--- src/rtl/usb_hc_pio_responder.sv ---
// Device-side responder for a 16-bit ISP1362-style PIO bus: a command port selects a
// 32-bit register, the data port moves it as two 16-bit words (low first), plus a level IRQ.
module usb_hc_pio_responder #(
  parameter int          NUM_REGS = 8,
  parameter logic [31:0] CHIP_ID  = 32'h0036_1362
) (
  input  logic        clk_bus,
  input  logic        rst_n,
  input  logic        dev_a0,
  input  logic        dev_cs_n,
  input  logic        dev_rd_n,
  input  logic        dev_we_n,
  input  logic [15:0] dev_data_i,
  output logic [15:0] dev_data_o,
  output logic        dev_data_t,
  output logic        dev_int,
  input  logic [15:0] loc_irq_set,
  output logic        loc_wr_pulse,
  output logic [6:0]  loc_wr_index
);

  typedef enum logic [1:0] {
    ST_IDLE = 2'd0,
    ST_WR   = 2'd1,
    ST_RD   = 2'd2
  } state_e;

  localparam logic [7:0] NUM_REGS_W = 8'(NUM_REGS);

  logic        a0_m_q, cs_m_q, rd_m_q, we_m_q;
  logic        a0_s, cs_s, rd_s, we_s;
  logic [15:0] data_m_q, data_s;

  state_e      state_q;
  logic        cmd_valid_q, cmd_dir_q, word_ptr_q;
  logic [6:0]  cmd_idx_q;
  logic [15:0] hold_lo_q, hold_hi_q, rd_hi_q;
  logic        wr_a0_q, rd_a0_q;
  logic [15:0] wr_data_q;
  logic [15:0] status_q, enable_q;
  logic [31:0] scratch_q [NUM_REGS];
  logic [15:0] data_o_q;
  logic        data_t_q, int_q, wr_pulse_q;
  logic [6:0]  wr_index_q;

  logic        mapped_s, rd_ok_s, wr_exit_s, wr_commit_s;
  logic [31:0] reg_word_s;
  logic [15:0] rd_word_s, clr_s;

  assign dev_data_o   = data_o_q;
  assign dev_data_t   = data_t_q;
  assign dev_int      = int_q;
  assign loc_wr_pulse = wr_pulse_q;
  assign loc_wr_index = wr_index_q;

  // Two-flop synchronisers for the asynchronous master-side pins
  always_ff @(posedge clk_bus) begin
    if (!rst_n) begin
      a0_m_q   <= 1'b0;
      cs_m_q   <= 1'b1;
      rd_m_q   <= 1'b1;
      we_m_q   <= 1'b1;
      data_m_q <= 16'h0000;
      a0_s     <= 1'b0;
      cs_s     <= 1'b1;
      rd_s     <= 1'b1;
      we_s     <= 1'b1;
      data_s   <= 16'h0000;
    end else begin
      a0_m_q   <= dev_a0;
      cs_m_q   <= dev_cs_n;
      rd_m_q   <= dev_rd_n;
      we_m_q   <= dev_we_n;
      data_m_q <= dev_data_i;
      a0_s     <= a0_m_q;
      cs_s     <= cs_m_q;
      rd_s     <= rd_m_q;
      we_s     <= we_m_q;
      data_s   <= data_m_q;
    end
  end

  // Register-file view of the currently selected index
  always_comb begin
    reg_word_s = 32'h0000_0000;
    case (cmd_idx_q)
      7'd0:    reg_word_s = CHIP_ID;
      7'd1:    reg_word_s = {16'h0000, status_q};
      7'd2:    reg_word_s = {16'h0000, enable_q};
      default: begin
        for (int i = 3; i < NUM_REGS; i++) begin
          reg_word_s = (cmd_idx_q == 7'(i)) ? scratch_q[i] : reg_word_s;
        end
      end
    endcase
  end

  // Access qualification, read word selection and W1C clear vector
  always_comb begin
    mapped_s    = cmd_valid_q && ({1'b0, cmd_idx_q} < NUM_REGS_W);
    rd_ok_s     = mapped_s && !cmd_dir_q;
    wr_exit_s   = (state_q == ST_WR) && (we_s || cs_s);
    wr_commit_s = wr_exit_s && !wr_a0_q && word_ptr_q && mapped_s && cmd_dir_q &&
                  (cmd_idx_q != 7'd0);
    clr_s       = (wr_commit_s && (cmd_idx_q == 7'd1)) ? hold_lo_q : 16'h0000;
    if (a0_s) begin
      rd_word_s = {8'h00, cmd_dir_q, cmd_idx_q};
    end else if (!rd_ok_s) begin
      rd_word_s = 16'hFFFF;
    end else if (!word_ptr_q) begin
      rd_word_s = reg_word_s[15:0];
    end else begin
      rd_word_s = hold_hi_q;
    end
  end

  // Access FSM; writes and read side effects commit on the exit cycle
  always_ff @(posedge clk_bus) begin
    if (!rst_n) begin
      state_q     <= ST_IDLE;
      cmd_valid_q <= 1'b0;
      cmd_dir_q   <= 1'b0;
      cmd_idx_q   <= 7'd0;
      word_ptr_q  <= 1'b0;
      hold_lo_q   <= 16'h0000;
      hold_hi_q   <= 16'h0000;
      rd_hi_q     <= 16'h0000;
      wr_a0_q     <= 1'b0;
      rd_a0_q     <= 1'b0;
      wr_data_q   <= 16'h0000;
      status_q    <= 16'h0000;
      enable_q    <= 16'h0000;
      for (int i = 0; i < NUM_REGS; i++) begin
        scratch_q[i] <= 32'h0000_0000;
      end
      data_o_q    <= 16'h0000;
      data_t_q    <= 1'b1;
      int_q       <= 1'b0;
      wr_pulse_q  <= 1'b0;
      wr_index_q  <= 7'd0;
    end else begin
      wr_pulse_q <= 1'b0;
      // Set beats clear: the local set is OR'ed in after the W1C mask
      status_q   <= (status_q & ~clr_s) | loc_irq_set;
      int_q      <= |(status_q & enable_q);
      case (state_q)
        ST_IDLE: begin
          if (!cs_s && !we_s) begin
            state_q   <= ST_WR;
            wr_a0_q   <= a0_s;
            wr_data_q <= data_s;
          end else if (!cs_s && !rd_s) begin
            state_q  <= ST_RD;
            rd_a0_q  <= a0_s;
            data_o_q <= rd_word_s;
            data_t_q <= 1'b0;
            rd_hi_q  <= reg_word_s[31:16];
          end else begin
            state_q <= ST_IDLE;
          end
        end
        ST_WR: begin
          if (we_s || cs_s) begin
            state_q <= ST_IDLE;
            if (wr_a0_q) begin
              cmd_valid_q <= 1'b1;
              cmd_idx_q   <= wr_data_q[6:0];
              cmd_dir_q   <= wr_data_q[7];
              word_ptr_q  <= 1'b0;
            end else if (cmd_valid_q) begin
              word_ptr_q <= ~word_ptr_q;
              if (!word_ptr_q) begin
                hold_lo_q <= wr_data_q;
              end else if (wr_commit_s) begin
                wr_pulse_q <= 1'b1;
                wr_index_q <= cmd_idx_q;
                if (cmd_idx_q == 7'd2) begin
                  enable_q <= hold_lo_q;
                end
                for (int i = 3; i < NUM_REGS; i++) begin
                  if (cmd_idx_q == 7'(i)) begin
                    scratch_q[i] <= {wr_data_q, hold_lo_q};
                  end
                end
              end
            end
          end else begin
            wr_a0_q   <= a0_s;
            wr_data_q <= data_s;
          end
        end
        ST_RD: begin
          if (rd_s || cs_s) begin
            state_q  <= ST_IDLE;
            data_t_q <= 1'b1;
            if (!rd_a0_q && cmd_valid_q) begin
              word_ptr_q <= ~word_ptr_q;
              if (!word_ptr_q && rd_ok_s) begin
                hold_hi_q <= rd_hi_q;
              end
            end
          end
        end
        default: state_q <= ST_IDLE;
      endcase
    end
  end

endmodule

--- config.mk ---
export PLATFORM = sky130hd
export DESIGN_NAME = usb_hc_pio_responder
export DESIGN_NICKNAME = d
export VERILOG_FILES = /design/src/rtl/usb_hc_pio_responder.sv
export SDC_FILE = /design/constraint.sdc
export NUM_CORES = 1
export LEC_CHECK = 0
export BUFFER_PORTS_ARGS = -buffer_cell sky130_fd_sc_hd__buf_2
export CAP_MARGIN = 20
export CORE_ASPECT_RATIO = 1.1
export CORE_MARGIN = 2
export CORE_UTILIZATION = 40
export CTS_CLUSTER_SIZE = 25
export DETAILED_ROUTE_END_ITERATION = 10
export GPL_ROUTABILITY_DRIVEN = 0
export GPL_TIMING_DRIVEN = 0
export PLACE_DENSITY = 0.64
export SLEW_MARGIN = 25
export SYNTH_ARGS = -nofsm -noshare
export SYNTH_HDL_FRONTEND = slang
export SYNTH_SLANG_ARGS = --single-unit
--- constraint.sdc ---
create_clock -name clk_bus -period 3.85 [get_ports clk_bus]
set_clock_uncertainty 0.1 [all_clocks]
set_input_delay 0.77 -clock clk_bus [delete_from_list [all_inputs] [get_ports clk_bus]]
set_output_delay 0.77 -clock clk_bus [all_outputs]
set_load 0.05 [all_outputs]
# [Yosys cells after proc, flatten, opt, wreduce, memory -nomap -nowiden]
# Memory sizes are Yosys's and may differ from the RTL's.
# Cells that the tools add are included.
[word_totals] output_inout_bits=26 ram_bits=256 inputBits=38 mem_count=1 word_cells=186 regBits=176
[mem_list] memory="scratch_q" words=8 word_bits=32 read_ports=5 rd_clocked_by_memory_dff=0 write_ports=8 line_no="41" rtl="logic [31:0] scratch_q [NUM_REGS];"
[classes] n_eq_ne=17 mux=83 magnitude_cmp=1 reduce_logical=40 bitwise=16
[ops] op="32-bit 2-to-1 mux" n=10
[ops] op="16-bit 2-to-1 mux" n=6
[ops] op="32-bit one-hot mux with 3 select lines" n=1
[ops] op="1-bit 2-to-1 mux" n=57
[ops] op="16-bit AND" n=2
[ops] op="16-bit one-hot mux with 2 select lines" n=1
[ops] op="7-bit by 3-bit == test with 1-bit output (second input constant)" n=4
[ops] op="16-bit NOT" n=1
[ops] op="16-bit bitwise OR" n=1
[ops] op="16-bit OR reduction" n=1
[ops] op="7-bit by 2-bit == test with 1-bit output (second input constant)" n=2
[ops] op="1-bit logical AND" n=13
[ops] op="2-bit != test (second input constant)" n=6
[ops] op="5-bit AND reduction" n=2
[ops] op="3-bit AND reduction" n=3
[ops] op="2-bit 2-to-1 mux" n=4
[ops] op="4-bit AND reduction" n=2
[ops] op="7-bit by 1-bit == test with 1-bit output (second input constant)" n=1
[ops] op="1-bit zero test" n=7
[ops] op="7-bit zero test" n=1
[ops] op="7-bit by 4-bit less-than comparator with 1-bit output (second input constant)" n=1
[ops] op="1-bit NOT" n=7
[ops] op="7-bit AND reduction" n=1
[ops] op="7-bit nonzero test" n=1
[ops] op="other kinds (13)" n=22

# [Depth between registers and ports, before layout]
# Gate-level depths: netlist (run 1).
[depth] word_depth=16 mapped_depth=8 ltp_nobuf=4

# [Least setup slack after synthesis (run 1)]
# OpenSTA, ideal clock, no wires.
[synth_timing] path_type="reg2reg" start="reg state_q[1]" end="mem scratch_q[6][0], in the netlist scratch_q[0][192], enable pin" setup_ns=0.424 period_less_slack_ns=3.489 stages_incl_launch_ff=6 n_path_buf=1 t_required_ns=3.326 slack_ns=0.361 t_arrival_ns=2.965 path_cell_list="dfxtp_1 -> nand2b_4 -> or3_1 -> or3_1 -> buf_2 -> o31ai_2"
[synth_rtl] element="start, declared" line_no="34" rtl="state_e state_q;"
[synth_rtl] element="start signal, assigned" line_no="120" rtl="state_q <= ST_IDLE;"
[synth_rtl] element="start signal, assigned" line_no="149" rtl="state_q <= ST_WR;"
[synth_rtl] element="start signal, assigned" line_no="153" rtl="state_q <= ST_RD;"
[synth_rtl] element="end, declared" line_no="41"

==> results of run 1 <==
-- area by class of cell --
class | count | area, um2
well taps | 438 | 548.0
clock buffers | 56 | 1152
fillers | 3131 | 17960
multi-input cells | 797 | 4975
inverters | 39 | 146.4
repair buffers | 71 | 452.9
plain buffers | 111 | 495.5
flip-flops and latches | 336 | 8328
clock inverters | 14 | 147.6
-- layer usage --
metal / GRT usage [%] / vias up / routed length [um]
li1: - / 4952 / -
met1: 31.78 / 5348 / 17750
met2: 40.77 / 626 / 20720
met3: 4.720 / 119 / 4205
met4: 13.10 / 0 / 2410
met5: 0 / - / 0
-- worst paths after layout --
kind / to / slack (ns) / startpoint
max: scratch_q[0][162]$_SDFFCE_PN0P_ / 0.24 / cmd_idx_q[0]$_SDFFE_PN0P_
min: we_s$_SDFF_PN1_ / 0.31 / we_m_q$_SDFF_PN1_
max reg2reg: scratch_q[0][162]$_SDFFCE_PN0P_ / 0.24 / cmd_idx_q[0]$_SDFFE_PN0P_
min reg2reg: we_s$_SDFF_PN1_ / 0.31 / we_m_q$_SDFF_PN1_
-- logic make-up after synthesis --
family	count (synthesis)	synth area share [%]
AO/OA/AOI/OAI	343	16.99
buffers and inverters	150	4.613
flip-flops	336	59.85
multiplexers	37	2.707
AND/OR/NAND/NOR	417	15.83
-- stage by stage --
step / hold WS [ns] / worst slack (ns) / std cells / utilization (%)
global route: 0.3181 / 0.1369 / 1862 / 47.50
floorplan: 0.2863 / 0.3606 / 1283 / -
finish: 0.3082 / 0.2424 / 1862 / 47.50
global placement: 0.2966 / -1.319 / 1783 / 43.19
detailed placement: 0.2961 / -0.2592 / 1792 / 43.68
CTS: 0.3091 / 0.09018 / 1862 / 47.48
-- layout by cell type (no fill, tap or decap), types with 8 or more instances in the layout --
cell type,instances
a21oi_1,89
dfxtp_1,176
mux2i_1,32
nand3_1,31
a22oi_1,21
o31ai_1,18
inv_1,38
clkbuf_16,40
nand4_1,18
nand3b_1,9
a2bb2oi_1,17
o21ai_0,64
a311oi_1,9
and4b_1,12
buf_2,101
clkbuf_1,66
nand4b_1,11
and2_1,34
nand2b_1,20
nor3b_1,25
clkinv_2,8
edfxtp_1,160
nand2_1,53
clkbuf_8,9
a31oi_1,8
nor2_1,160
o221ai_1,16
o211ai_1,11
buf_6,9
-- power breakdown --
| group | switching, uW | leakage, uW | total, uW | internal [uW] |
|---|---|---|---|---|
| logic | 153 | 0.00231 | 227 | 74.0 |
| registers | 50.7 | 0.00308 | 3880 | 3830 |
| clock network | 1500 | 0.000648 | 3670 | 2170 |
==> impl_metrics.env, run 1 <==
export IMPL_status="complete, no violations"
export IMPL_min_path_cells=1
export IMPL_ys_seq_area_share_pct=59.85
export IMPL_hold_class="flop to flop"
export IMPL_slew_viol_final=0
export IMPL_cp_slowest_cell="buf_1"
export IMPL_synth_area_mm2=0.01391
export IMPL_yosys_most_used_dff="dfxtp_1"
export IMPL_die_area_mm2=0.03630
export IMPL_grt_pass1_wl_um=68120
export IMPL_synth_area_per_cell_um2=10.85
export IMPL_synth_top_area_share_pct=34.53
export IMPL_routed_wl_um=45090
export IMPL_die_y_um=199.6
export IMPL_clk_pin_slew_ns=0.06
export IMPL_synth_edf_count=160
export IMPL_dp_final_hpwl_um=32020
export IMPL_critical_path_class="flop to flop"
export IMPL_max_freq_ghz=0.2772
export IMPL_crit_buf_inv=5
export IMPL_period_needed_ns=3.608
export IMPL_cp_max_fo=18
export IMPL_power_leakage_uw=0.006040
export IMPL_cts_tree="built"
export IMPL_stdcell_area_mm2=0.01625
export IMPL_drt_initial_drc_count=1048
export IMPL_synth_area_top_cells="edfxtp_1 (35%), dfxtp_1 (25%), nor2_1 (4.3%)"
export IMPL_wl_per_cell_um=24.22
export IMPL_rsz0062_at_grt="no"
export IMPL_max_slew_margin_pct=25.73
export IMPL_nNetsFinal=1432
export IMPL_htreeDepth=2
export IMPL_ctsRootBufferMaster="clkbuf_16"
export IMPL_synthTopCellsByCount="dfxtp_1 (176), edfxtp_1 (160), nor2_1 (160)"
export IMPL_core_mm2=0.03420
export IMPL_reg2reg_depth=7
export IMPL_synth_seq_cells=336
export IMPL_power_total_uw=7781
export IMPL_largest_reg_flops=160
export IMPL_dieWidth_um=181.8
export IMPL_grt_overflow=0
export IMPL_ir_drop_uv=255.7
export IMPL_maxCapViolCount=0
export IMPL_cts_hold_buf=0
export IMPL_syn_inst=1283
export IMPL_rows=71
export IMPL_route_vias_total=11050
export IMPL_critPathRequiredTime_ns=3.97
export IMPL_cts_resized=0
export IMPL_post_synth_top_count_cell="dfxtp_1"
export IMPL_numCtsBuffers=38
export IMPL_drt_vias_per_instance=5.932
export IMPL_fin_crit_sh_pct=93.70
export IMPL_cp_cell_sequence="buf_2, buf_2, buf_1, nand4_1, clkbuf_1, nand2_2, buf_16"
export IMPL_initial_utilization_pct=40.68
export IMPL_ant_nets=0
export IMPL_ios=64
export IMPL_clock_sinks=336
export IMPL_syn2layout_area_growth_pct=16.75
export IMPL_drt_first_pass_iters=5
export IMPL_antenna_cells=0
export IMPL_tightest_slew_ns=1.106
export IMPL_clk_latency_ns=0.55
export IMPL_grt_usage_pct=25.00
export IMPL_grt_max_degree=24
export IMPL_synthArstFlopShare_pct=0
export IMPL_numPortBuffers=62
export IMPL_grt_pass1_vias=10980
export IMPL_drc_errors=0
export IMPL_ys_types=69
export IMPL_grt_antenna_before_repair=0
export IMPL_ctsLongestPathBuffers=3
export IMPL_arrival_ns=3.73
export IMPL_drive_gt1_share_pct=14.96
export IMPL_ys_warn_count=0
export IMPL_power_density_mw_per_mm2=478.9
export IMPL_setup_violations=0
export IMPL_post_dp_cell_area_mm2=0.01494
export IMPL_worst_setup_path_start_kind="flop"
export IMPL_setup_tns_final_ns=0
export IMPL_path_common_cell="buf_2"
export IMPL_cts_setup_buffers=0
export IMPL_crit_cells=7
export IMPL_critPathTopFamily="buffers and inverters"
export IMPL_hold_violations=0
export IMPL_slowest_delay_ns=0.49
export IMPL_synth_largest_area_cell="edfxtp_1"
export IMPL_syn_nets=1321
export IMPL_endpoint_kind="flop"
export IMPL_regMostFlops="scratch_q"
Note: power is estimated with default switching activity, not from simulation.
==> run 2, diff against run 1 <==
- BUFFER_PORTS_ARGS: -buffer_cell sky130_fd_sc_hd__buf_2 -> unset
- DONT_BUFFER_PORTS: unset -> 1
- PLACE_DENSITY: 0.64 -> 0.62
==> run 2 against run 1 <==
  * Register-to-register slack lost 0.08 ns
  * Critical endpoint is now scratch_q[0][99]$_SDFFCE_PN0P_
  * Combinational power shrank 13%
  * Sequential share of layout area grew 1.2 points
  * Via count shrank 2.3%
  * Total power shrank 1.7%
  * Wire length shrank 1.1%
  * Maximum frequency shrank 2.1%
  * Count of clock-buffer cells in the layout grew 3
  * Flip-flop and latch count is the same
  * Die area is the same
  * Clock power shrank 3%
==> impl_metrics.env, run 2 (synthesized netlist as in run 1, its figures left out) <==
export IMPL_stdcell_area_mm2=0.01588
export IMPL_status="complete, no violations"
export IMPL_cts_hold_buf=0
export IMPL_critPathRequiredTime_ns=3.96
export IMPL_ctsLongestPathBuffers=3
export IMPL_arrival_ns=3.80
export IMPL_numPortBuffers=0
export IMPL_numCtsBuffers=37
export IMPL_hold_path_end="we_m_q$_SDFF_PN1_"
export IMPL_dieWidth_um=181.8
export IMPL_fin_hold_ws_ns=0.2550
export IMPL_hp_start="dev_we_n"
export IMPL_gr_usage_met3_pct=4.684
export IMPL_grt_max_degree=24
export IMPL_routed_wl_um=44600
export IMPL_rsz0062_at_grt="no"
export IMPL_core_mm2=0.03420
export IMPL_rrSetupSlack_ns=0.17
export IMPL_tightest_slew_ns=1.069
export IMPL_cts_tree="built"
export IMPL_fill_cells=3132
export IMPL_gr_max_usage_layer="met2"
export IMPL_power_leakage_uw=0.005715
export IMPL_fin_crit_sh_pct=95.69
export IMPL_multiInputGateArea_mm2=0.004970
export IMPL_path_common_cell="buf_2"
export IMPL_initial_utilization_pct=40.68
export IMPL_htreeDepth=2
export IMPL_route_vias_total=10790
export IMPL_slew_viol_final=0
export IMPL_power_density_mw_per_mm2=481.6
export IMPL_grt_overflow=0
export IMPL_met2_usage_pct=40.57
export IMPL_cp_slowest_cell="nor3_1"
export IMPL_largest_reg_flops=160
export IMPL_clk_latency_ns=0.53
export IMPL_clk_pin_slew_ns=0.06
export IMPL_syn2layout_area_growth_pct=14.09
export IMPL_drt_vias_per_instance=5.999
export IMPL_hold_class="primary input to flop"
export IMPL_reg2reg_from="state_q[0]$_SDFFE_PN0P_"
export IMPL_drt_first_pass_iters=5
export IMPL_die_area_mm2=0.03630
export IMPL_maxCapViolCount=0
export IMPL_ir_drop_uv=264.1
export IMPL_grt_pass1_vias=10240
export IMPL_layout_commonest_cell="dfxtp_1"
export IMPL_die_y_um=199.6
export IMPL_max_slew_margin_pct=28.19
export IMPL_critical_path_class="flop to flop"
export IMPL_slowest_delay_ns=0.78
export IMPL_drc_errors=0
export IMPL_cp_cell_sequence="nand2b_4, nor3_1, buf_2, nand3_1, buf_2, nand2_2, buf_16"
export IMPL_grt_usage_pct=24.46
export IMPL_min_path_cells=1
export IMPL_drive_gt1_share_pct=10.22
export IMPL_setup_tns_final_ns=0
export IMPL_cts_resized=0
export IMPL_dp_final_hpwl_um=32150
export IMPL_reg2reg_depth=7
export IMPL_seq_area_mm2=0.008328
export IMPL_drt_initial_drc_count=1105
export IMPL_period_needed_ns=3.684
export IMPL_ant_nets=0
export IMPL_ctsRootBufferMaster="clkbuf_16"
export IMPL_grt_antenna_before_repair=0
export IMPL_cp_max_fo=17
export IMPL_nNetsFinal=1369
export IMPL_setup_violations=0
export IMPL_met1_usage_pct=31.12
export IMPL_worst_setup_path_start_kind="flop"
export IMPL_clock_sinks=336
export IMPL_post_dp_cell_area_mm2=0.01465
export IMPL_ios=64
export IMPL_endpoint_kind="flop"
export IMPL_rr_endpoint="scratch_q[0][99]$_SDFFCE_PN0P_"
export IMPL_antenna_cells=0
export IMPL_hold_violations=0
export IMPL_wl_per_cell_um=24.80
export IMPL_cts_setup_buffers=0
export IMPL_final_cell_mix="dfxtp_1 (176), nor2_1 (160), edfxtp_1 (160)"
export IMPL_regMostFlops="scratch_q"
export IMPL_rows=71
export IMPL_max_freq_ghz=0.2714
export IMPL_grt_pass1_wl_um=65760
-- run 2: layout make-up --
type	count	share of cell area (%)
flip-flops and latches	336	52.46
multi-input cells	797	31.31
clock buffers	59	7.125
well taps	438	3.452
plain buffers	111	3.121
repair buffers	9	0.9931
inverters	39	0.9221
clock inverters	9	0.6226
-- run 2: how the worst max path moves through the flow --
stage	start	to	cells after the start
2_1_floorplan	state_q[1]$_SDFFE_PN0P_	scratch_q[0][192]$_DFFE_PP_	5
3_3_place_gp	cmd_idx_q[3]$_SDFFE_PN0P_	scratch_q[0][212]$_DFFE_PP_	5
3_5_place_dp	rst_n	scratch_q[0][137]$_SDFFCE_PN0P_	5
4_1_cts	state_q[0]$_SDFFE_PN0P_	scratch_q[0][145]$_SDFFCE_PN0P_	6
5_1_grt	state_q[0]$_SDFFE_PN0P_	scratch_q[0][145]$_SDFFCE_PN0P_	6
6_report	state_q[0]$_SDFFE_PN0P_	scratch_q[0][99]$_SDFFCE_PN0P_	7
-- run 2: worst max-delay path: cells and delay by family (launching register included) --
family	cells	cell delay (ns)
simple gates	4	1.72
buf+inv	3	0.95
flops	1	0.58
-- run 2: stage by stage --
stage | std cells | power [uW] | util [%] | setup WS [ns]
2_1_floorplan | 1283 | 4050 | - | 0.3606
3_3_place_gp | 1721 | 4135 | 42.29 | -1.349
3_5_place_dp | 1730 | 4155 | 42.82 | -0.05461
4_1_cts | 1798 | 7655 | 46.42 | 0.2841
5_1_grt | 1798 | 7837 | 46.42 | 0.1039
6_report | 1798 | 7646 | 46.42 | 0.1659
-- run 2: power by group --
group | internal (uW) | switching (uW)
Sequential | 3830 | 56.7
Clock | 2150 | 1410
Combinational | 61.6 | 136
-- run 2: per-layer routing --
| metal | wire length (um) | part of all wire [%] |
|---|---|---|
| met4 | 2059 | 4.6 |
| met5 | 0 | 0 |
| met3 | 4548 | 10 |
| met1 | 17200 | 39 |
| met2 | 20790 | 47 |
